**src/rtl/wager_control.sv**
```systemverilog
// ---------------------------------------------------------------------------
// wager_control
//
// Bet-entry stage placed in front of the money-management block. The player
// dials a wager with up/down buttons (with auto-repeat while a button is
// held). The wager is clamped to the money available. On confirm, the block
// snapshots money-in-hand and holds wager_o/mih_o stable for the whole round.
//
// Ports:
//   clock      in   1   system clock, rising edge
//   reset_c    in   1   asynchronous, active-high reset
//   money_r    in  16   current money reported by money management
//   game_s     in   2   phase: 00 bet, 01 poker judge, 10 double-up, 11 hi-lo
//   bet_up     in   1   up button level (held = 1)
//   bet_down   in   1   down button level
//   bet_ok     in   1   confirm button level
//   wager_o    out 16   current / locked wager
//   mih_o      out 16   money-in-hand captured at confirm
//   bet_c      out  1   one-cycle pulse when a bet is accepted
//   game_over  out  1   sticky bankruptcy flag (cleared only by reset)
//   state_dbg  out  3   FSM state, for observation only
//
// Handshake: there is no valid/ready pair. bet_c is a single-cycle strobe
// that qualifies wager_o/mih_o. Both values then stay constant until the
// block returns to the betting phase.
// ---------------------------------------------------------------------------
module wager_control #(
  parameter logic [15:0] STEP       = 16'd10,
  parameter logic [15:0] MIN_BET    = 16'd10,
  parameter logic [15:0] MAX_BET    = 16'd1000,
  parameter int          REPEAT_DLY = 8,
  parameter int          REPEAT_INT = 4
) (
  input  logic        clock,
  input  logic        reset_c,
  input  logic [15:0] money_r,
  input  logic [1:0]  game_s,
  input  logic        bet_up,
  input  logic        bet_down,
  input  logic        bet_ok,
  output logic [15:0] wager_o,
  output logic [15:0] mih_o,
  output logic        bet_c,
  output logic        game_over,
  output logic [2:0]  state_dbg
);

  typedef enum logic [2:0] {
    IDLE   = 3'd0,
    ENTRY  = 3'd1,
    LOCKED = 3'd2,
    PLAY   = 3'd3,
    BROKE  = 3'd4
  } state_t;

  localparam int CW = $clog2(REPEAT_DLY + REPEAT_INT + 1);
  localparam logic [CW-1:0] DLY_C    = CW'(REPEAT_DLY);
  localparam logic [CW-1:0] DLY_INT_C = CW'(REPEAT_DLY + REPEAT_INT);
  localparam logic [CW-1:0] ONE_C    = CW'(1);

  state_t        state, next_state;
  logic          up_q, down_q, ok_q;
  logic [CW-1:0] rep_cnt, rep_cnt_n, rep_inc;

  logic [15:0] wager_n, mih_n;
  logic        bet_c_n, game_over_n;

  // Exactly one of up/down held; both together cancel each other.
  logic up_only, down_only, single;
  logic up_press, down_press, ok_press, any_step_press;
  logic rep_fire, up_step, down_step;

  logic [15:0] cap;
  logic [16:0] up_sum, dn_thr;
  logic [15:0] up_val, dn_val, stepped, entry_val;

  assign state_dbg = state;

  // -------------------------------------------------------------------------
  // Press detection and auto-repeat
  // -------------------------------------------------------------------------
  always_comb begin
    up_only        = bet_up & ~bet_down;
    down_only      = bet_down & ~bet_up;
    single         = up_only | down_only;
    up_press       = up_only & ~up_q;
    down_press     = down_only & ~down_q;
    ok_press       = bet_ok & ~ok_q;
    any_step_press = up_press | down_press;

    // The counter value after this edge is the number of consecutive held
    // cycles. The first repeat fires at REPEAT_DLY. After that, the counter
    // folds back to REPEAT_DLY every REPEAT_INT cycles, so it stays bounded.
    rep_inc   = rep_cnt + ONE_C;
    rep_fire  = 1'b0;
    rep_cnt_n = '0;
    if (state == ENTRY && single) begin
      if (any_step_press) begin
        rep_cnt_n = ONE_C;
      end else if (rep_inc == DLY_C || rep_inc == DLY_INT_C) begin
        rep_cnt_n = DLY_C;
        rep_fire  = 1'b1;
      end else begin
        rep_cnt_n = rep_inc;
      end
    end

    up_step   = up_only & (up_press | rep_fire);
    down_step = down_only & (down_press | rep_fire);
  end

  // -------------------------------------------------------------------------
  // Wager arithmetic (17-bit intermediates so nothing wraps)
  // -------------------------------------------------------------------------
  always_comb begin
    cap    = (money_r < MAX_BET) ? money_r : MAX_BET;
    up_sum = {1'b0, wager_o} + {1'b0, STEP};
    up_val = (up_sum > {1'b0, cap}) ? cap : up_sum[15:0];
    dn_thr = {1'b0, MIN_BET} + {1'b0, STEP};
    dn_val = ({1'b0, wager_o} < dn_thr) ? MIN_BET : (wager_o - STEP);

    if (up_step)        stepped = up_val;
    else if (down_step) stepped = dn_val;
    else                stepped = wager_o;

    // The cap can move under us while in ENTRY, so clamp on every cycle.
    entry_val = (stepped > cap) ? cap : stepped;
  end

  // -------------------------------------------------------------------------
  // FSM next-state and registered-output next values
  // -------------------------------------------------------------------------
  always_comb begin
    next_state  = state;
    wager_n     = wager_o;
    mih_n       = mih_o;
    bet_c_n     = 1'b0;
    game_over_n = game_over;

    case (state)
      IDLE: begin
        if (game_s == 2'b00) begin
          if (money_r >= MIN_BET) begin
            next_state = ENTRY;
            wager_n    = MIN_BET;
          end else begin
            next_state  = BROKE;
            wager_n     = 16'd0;
            game_over_n = 1'b1;
          end
        end
      end
      ENTRY: begin
        if (ok_press) begin
          // Confirm takes priority; any step in the same cycle is dropped.
          next_state = LOCKED;
          mih_n      = money_r;
          bet_c_n    = 1'b1;
        end else begin
          wager_n = entry_val;
        end
      end
      LOCKED: begin
        if (game_s != 2'b00) next_state = PLAY;
      end
      PLAY: begin
        if (game_s == 2'b00) next_state = IDLE;
      end
      BROKE: begin
        wager_n     = 16'd0;
        game_over_n = 1'b1;
      end
      default: begin
        next_state = IDLE;
      end
    endcase
  end

  // -------------------------------------------------------------------------
  // Registers
  // -------------------------------------------------------------------------
  always_ff @(posedge clock or posedge reset_c) begin
    if (reset_c) begin
      state     <= IDLE;
      up_q      <= 1'b0;
      down_q    <= 1'b0;
      ok_q      <= 1'b0;
      rep_cnt   <= '0;
      wager_o   <= 16'd0;
      mih_o     <= 16'd1000;
      bet_c     <= 1'b0;
      game_over <= 1'b0;
    end else begin
      state     <= next_state;
      up_q      <= bet_up;
      down_q    <= bet_down;
      ok_q      <= bet_ok;
      rep_cnt   <= rep_cnt_n;
      wager_o   <= wager_n;
      mih_o     <= mih_n;
      bet_c     <= bet_c_n;
      game_over <= game_over_n;
    end
  end

endmodule

```
**config.mk**
```make
export PLATFORM = sky130hd
export DESIGN_NAME = wager_control
export DESIGN_NICKNAME = d
export VERILOG_FILES = /design/src/rtl/wager_control.sv
export SDC_FILE = /design/constraint.sdc
export NUM_CORES = 1
export LEC_CHECK = 0
export BUFFER_PORTS_ARGS = -buffer_cell sky130_fd_sc_hd__buf_2
export CORE_ASPECT_RATIO = 1.25
export CORE_UTILIZATION = 52
export DETAILED_ROUTE_END_ITERATION = 7
export PLACE_DENSITY = 0.78
export SLEW_MARGIN = 25
export SYNTH_ARGS = -nofsm -noshare
export SYNTH_HDL_FRONTEND = slang
export SYNTH_SLANG_ARGS = --single-unit
```
**constraint.sdc**
```tcl
create_clock -name clock -period 4.5 [get_ports clock]
set_input_delay 0.225 -clock clock [delete_from_list [all_inputs] [get_ports clock]]
set_output_delay 0.225 -clock clock [all_outputs]
set_load 0.1 [all_outputs]
```
==> out/qor.yml, run 1 <==
run_status:
  status: "finished, violations left"
  violations: "negative setup slack"
synth:
  ys_types: 66
  yosysTopAreaCellShare_pct: 25.1
  ys_ff_latch: 44
  ys_warn_count: 0
  yosysSeqAreaShare_pct: 29.3
  netlist_instances: 464
  ys_top_cells_by_area: "dfrtp_1 (25%), ha_1 (13%), nand2_1 (8.1%), dfstp_2 (4.2%), xnor2_1 (3.9%)"
  synth_edf_count: 0
  synth.cell_area_mm2: 0.00379
  ys.flop_type: "dfrtp_1"
  syn_area_per_cell_um2: 8.17
  async_flop_share_pct: 100
  yosys.area.top_type: "dfrtp_1"
  yosysMostFrequentCell: "nand2_1"
  synth_commonest_cells: "nand2_1 (82), dfrtp_1 (38), ha_1 (38), nor2_1 (37), a21oi_1 (23)"
global_routing:
  grt_pass1_wl_um: 20200
  grt_pass1_vias: 4362
  use_met1_pct: 39.1
  antenna_found_initial: 0
  grt_max_degree: 45
  top_usage_layer: "met2"
  track_usage_pct: 33.6
  globalRouteOverflowTotal: 0
  met2_usage_pct: 56.7
  met3_usage_pct: 6.48
clock_network:
  clk_pin_slew_ps: 90
  cts_tree: "done"
  root_buffer: "clkbuf_8"
  clk_latency_ps: 300
  numCtsBuffers: 5
  cts_buffer_depth: 2
  cts.sink_count: 44
  ctsHtreeMaxLevel: 2
power_and_ir_drop:
  seq_power_share_pct: 17.7
  power_density_mw_per_mm2: 707
  p_leak_uw: 0.00264
  net-switching-power_uw: 2190
  p_int_uw: 1590
  swShare_pct: 57.9
  max-vdd-ir-drop_uv: 621
  power_frac_comb_pct: 74.2
  power.share.clock_pct: 8.2
placement:
  gp_congestion: 0.916
  pre_cts_slack_ps: -385
  hpwl_um: 8740
  io_buffers: 59
routing:
  post-route-drc-count: 0
  first_iter_violations: 347
  drtAntennaViolNets: 0
  first_pass_iters: 5
  wl_um: 12700
  route.vias.total: 4273
  wire_per_inst_um: 18.0
  via_per_inst: 6.04
worst_setup_path:
  max_stage_delay_ps: 570
  critPathKind: "register to register"
  cp_slowest_cell: "or4b_4"
  r2r-start: "wager_o[1]$_DFFE_PP0P_"
  crit_chain: "a21oi_4, or4b_4, buf_6, xnor2_4, ha_4, nand4_1, nor4_2, nand4_1, a21oi_2, buf_4, and2_4, a31oi_4, a21boi_2, ha_1, nand2_1, o21ai_1, a31oi_1, nand3b_1, a21oi_2, buf_6, buf_6, buf_6, a21oi_2, a22o_1"
  cp.arrival_ps: 5150
  cp_common_cell: "buf_6"
  rrSetupSlack_ps: -450
  critPathLaunchType: "register"
  timing.rr.end: "wager_o[5]$_DFFE_PP0P_"
  crit_path_max_fanout: 7
  required_ps: 4690
  crit_path_end_kind: "register"
  startpoint: "wager_o[1]$_DFFE_PP0P_"
  endpoint: "wager_o[5]$_DFFE_PP0P_"
  worstRegToRegCells: 24
cells_and_area:
  layout-drive-gt1-share_pct: 39.8
  n_antenna_cell: 0
  multi_input_area_mm2: 0.00283
  area_growth_pct: 41.1
  final-seq-area_mm2: 0.00115
  layout.nets: 678
  nFillCells: 502
timing:
  slew_headroom_pct: 48.9
  worst_pin_slew_ps: 766
  finalCritPeriodShare_pct: 110
  drv_slew: 0
  fin_ws_ps: -455
  max_freq_mhz: 202
  fin_worst_skew_ps: 6.91
  tns_ps: -6360
  finalSetupViolations: 16
  hold_viol_final: 0
  rsz0062_at_grt: "true"
  layout_min_cycle_time_ps: 4950
  holdWs_ps: 20.5
die:
  io_pins: 60
  die_w_um: 78.3
  floorplan.initialDensity_pct: 54.0
  fp.dieH_um: 97.4
  die_area_mm2: 0.00763
  core-area_mm2: 0.00702
  placementRows: 34
flow_run:
  maxCapViolations: 0
min_path:
  hold_path_class: "primary input to async pin"
sequential cells by signal, indices dropped and copies added (netlist names):
name       flops
up_q           1
state_dbg      3
down_q         1
game_over      1
rep_cnt        4
bet_c          1
ok_q           1
wager_o       16
mih_o         16
layer usage:
layer / wire [µm] / up-vias / share of wire, %
li1: - / 1972 / -
met1: 5020 / 2003 / 39
met2: 6270 / 240 / 49
met3: 877 / 58 / 6.9
met4: 542 / 0 / 4.3
met5: 0 / - / 0
kinds of logic (layout without fill, tap and decap cells):
group,after synthesis,after routing,synth area share (%)
flops,44,44,29.3
xor+xnor,23,23,5.32
mux,4,4,1.09
fa+ha+maj,38,38,12.5
buf+inv,38,180,4.69
compound gates,103,103,19.7
other cells,1,12,0.0990
simple gates,213,214,27.3
power by group through the flow:
stage          logic (µW)  registers, µW  clock network (µW)
6_report             2800            668                 308
5_1_grt              2930            687                 325
4_1_cts              2680            665                 313
3_5_place_dp         2550            661                   0
2_1_floorplan        1060           1560                   0
3_3_place_gp         2510            656                   0
through the flow:
stage / utilization, % / instances / area (µm²) / total power (µW)
after floorplan: - / 475 / 3970 / 2620
after global placement: 68.6 / 679 / 4820 / 3160
after detailed placement: 68.6 / 679 / 4820 / 3210
after CTS: 74.7 / 706 / 5250 / 3660
after global routing: 76.1 / 708 / 5340 / 3950
final: 76.1 / 708 / 5340 / 3780
worst min path at each step:
stage / from / slack, ps / endpoint
4_1_cts: bet_ok / 40 / ok_q$_DFF_PP0_
5_1_grt: bet_ok / 30 / ok_q$_DFF_PP0_
3_3_place_gp: bet_ok / 350 / ok_q$_DFF_PP0_
3_5_place_dp: bet_ok / 360 / ok_q$_DFF_PP0_
2_1_floorplan: bet_down / 260 / down_q$_DFF_PP0_
6_report: reset_c / 20 / down_q$_DFF_PP0_
final cells by class:
| type | instances | area share (%) |
|---|---|---|
| Clock buffer | 6 | 1.36 |
| Clock inverter | 2 | 0.656 |
| Inverter | 12 | 0.866 |
| Multi-Input combinational cell | 394 | 53.0 |
| Sequential cell | 44 | 21.6 |
| Tap cell | 90 | 2.11 |
| Timing Repair Buffer | 160 | 20.4 |
what timing repair did:
| action | in CTS | in global routing |
|---|---|---|
| hold buffers | 0 | 0 |
| setup buffers | 18 | 2 |
| pin swaps | 51 | 15 |
| gates resized for setup | 38 | 13 |
| endpoints found under the setup margin | 16 | 16 |
| cloned | 1 | 0 |
layout by cell type (no fill, tap or decap), drive strengths merged, types with 3 or more instances in the layout:
cell type,instances
buf,160
nand2,82
nor2,40
ha,38
dfrtp,38
a21oi,25
nor3,18
nand3,18
o21ai,18
xnor2,17
nand4,12
conb,12
a22o,11
inv,10
nor4,8
a211oi,8
nand2b,7
or3,6
dfstp,6
o211ai,6
xor2,6
clkbuf,6
a21o,5
and3,5
or2,4
a211o,3
mux2i,3
nor2b,3
o31a,3
and2,3
clkinv,3
worst max-delay path: cells and delay by family (launching register included):
| family | cells | cell delay, ps |
|---|---|---|
| adder cells (fa/ha/maj) | 2 | 570 |
| buffers and inverters | 5 | 700 |
| XOR/XNOR | 1 | 120 |
| AO/OA/AOI/OAI | 9 | 1320 |
| AND/OR/NAND/NOR | 7 | 1660 |
| flip-flops | 1 | 460 |
No activity file was read; power rests on OpenSTA's default activity.
==> run 2: changes to the inputs <==
RECOVER_POWER = 25   (was unset)
==> out/qor.yml, run 2 (same netlist as run 1, synthesis figures left out) <==
power_and_ir_drop:
  power_density_mw_per_mm2: 707
  seq_power_share_pct: 17.7
  p_leak_uw: 0.00263
  max-vdd-ir-drop_uv: 621
  net-switching-power_uw: 2190
  power_uw: 3780
  power_frac_comb_pct: 74.2
  swShare_pct: 57.9
  p_int_uw: 1590
  power.share.clock_pct: 8.1
clock_network:
  hold_buffers: 0
  clk_latency_ps: 300
  numCtsBuffers: 5
  cts_buffer_depth: 2
  root_buffer: "clkbuf_8"
  cts.sink_count: 44
  clk_pin_slew_ps: 90
  ctsHtreeMaxLevel: 2
  cts_tree: "done"
cells_and_area:
  layout_common_cells: "buf_4 (91), nand2_1 (81), buf_2 (56), nor2_1 (33), ha_1 (32)"
  top_regs: "mih_o x16, wager_o x16, rep_cnt x4"
  layout-drive-gt1-share_pct: 39.3
  n_antenna_cell: 0
  final_common_cell: "buf_4"
  final_cells: 708
  layout.nets: 678
  area_growth_pct: 41.0
timing:
  fin_worst_skew_ps: 7.35
  finalSetupViolations: 16
  hold_viol_final: 0
  max_freq_mhz: 202
  finalCritPeriodShare_pct: 110
  slew_headroom_pct: -30.7
  fin_ws_ps: -461
  layout_min_cycle_time_ps: 4960
  rsz0062_at_grt: "true"
  drv_slew: 45
  worst_pin_slew_ps: 1950
global_routing:
  track_usage_pct: 33.6
  antenna_found_initial: 0
  grt_max_degree: 45
  globalRouteOverflowTotal: 0
  grt_pass1_wl_um: 20200
  grt_pass1_vias: 4362
min_path:
  hold_path_class: "primary input to register"
  hp-start: "bet_ok"
  hold_path_depth: 1
die:
  die_w_um: 78.3
  placementRows: 34
  io_pins: 60
  fp.dieH_um: 97.4
  floorplan.initialDensity_pct: 54.0
  core-area_mm2: 0.00702
  die_area_mm2: 0.00763
routing:
  routed.top_layer: "met4"
  drtAntennaViolNets: 0
  met1_length_um: 5050
  wl_met3_um: 840
  post-route-drc-count: 0
  wl_met2_um: 6300
  wl_um: 12700
  via_per_inst: 6.05
  route.vias.total: 4280
  wire_per_inst_um: 18.0
  first_iter_violations: 343
  first_pass_iters: 6
placement:
  io_buffers: 59
  dp_cells: 679
  gp_congestion: 0.916
  hpwl_um: 8740
worst_setup_path:
  r2r-start: "wager_o[1]$_DFFE_PP0P_"
  critPathKind: "register to register"
  startpoint: "wager_o[1]$_DFFE_PP0P_"
  crit_path_end_kind: "register"
  critPathLaunchType: "register"
  required_ps: 4690
  cp.arrival_ps: 5150
  crit_path_max_fanout: 7
  worstRegToRegCells: 24
run_status:
  violations: "max-capacitance violations, max-slew violations, negative setup slack"
  status: "finished, violations left"
flow_run:
  maxCapViolations: 1
-- run 2: cell count changes in the layout (fill, tap and decap cells not counted), sizes merged --
cell | before | now
clkinvlp | 0 | 1
buf | 160 | 157
clkinv | 3 | 2
clkbuf | 6 | 9
-- run 2: final cells by class --
class	instances	area, µm²
inverter	12	46.3
clock buffer	6	72.6
fill	501	1680
sequential	44	1150
tap	90	113
clock inverter	2	35.0
multi-input combinational	394	2830
timing repair buffer	160	1090
-- run 2: worst max-delay path: stages (launching register included) --
cell	delay, ps
dfrtp_4	460
a21oi_4	70
or4b_4	570
buf_6	160
xnor2_4	120
ha_4	270
nand4_1	120
nor4_2	310
nand4_1	180
a21oi_2	200
buf_4	150
and2_4	240
a31oi_4	110
a21boi_2	170
ha_1	300
nand2_1	50
o21ai_1	150
a31oi_1	110
nand3b_1	190
a21oi_2	250
buf_6	170
buf_6	120
buf_6	100
a21oi_2	60
a22o_1	200
-- run 2: power groups by stage --
stage	combinational (µW)	clock [µW]	sequential [µW]
2_1_floorplan	1060	0	1560
3_3_place_gp	2510	0	656
3_5_place_dp	2550	0	661
4_1_cts	2680	313	665
5_1_grt	2930	325	688
6_report	2800	307	668
-- run 2: per-layer routing --
metal | up-vias | track usage [%]
met2 | 235 | 56.7
met5 | - | 0
met1 | 2018 | 39.1
li1 | 1968 | -
met4 | 0 | 19.8
met3 | 59 | 6.48
-- run 2: final timing paths --
kind                                            to  slack (ps)
setup / recovery            wager_o[5]$_DFFE_PP0P_        -460
hold / removal                      ok_q$_DFF_PP0_          50
setup reg to reg            wager_o[5]$_DFFE_PP0P_        -460
hold reg to reg               mih_o[3]$_DFFE_PP1P_         460
max in group asynchronous  wager_o[11]$_DFFE_PP0P_        3000
min in group asynchronous   wager_o[0]$_DFFE_PP0P_         410
-- run 2: timing repair --
item | CTS | global route
setup endpoints to repair | 16 | 16
pin swaps | 51 | 15
resized for setup | 38 | 13
cloned | 1 | 0
buffers inserted | 18 | 2
-- run 2: stage by stage --
| stage | setup WS (ps) | hold WS (ps) | area [µm²] | utilization [%] | TNS, ps |
|---|---|---|---|---|---|
| after global routing | -594 | 43.7 | 5340 | 76.1 | -8560 |
| after CTS | -175 | 41.1 | 5250 | 74.7 | -2190 |
| after floorplan | 13.3 | 256 | 3970 | - | 0 |
| after global placement | -195 | 351 | 4820 | 68.6 | -1450 |
| final | -461 | 47.8 | 5340 | 76.1 | -6420 |
| after detailed placement | -385 | 359 | 4820 | 68.6 | -4100 |
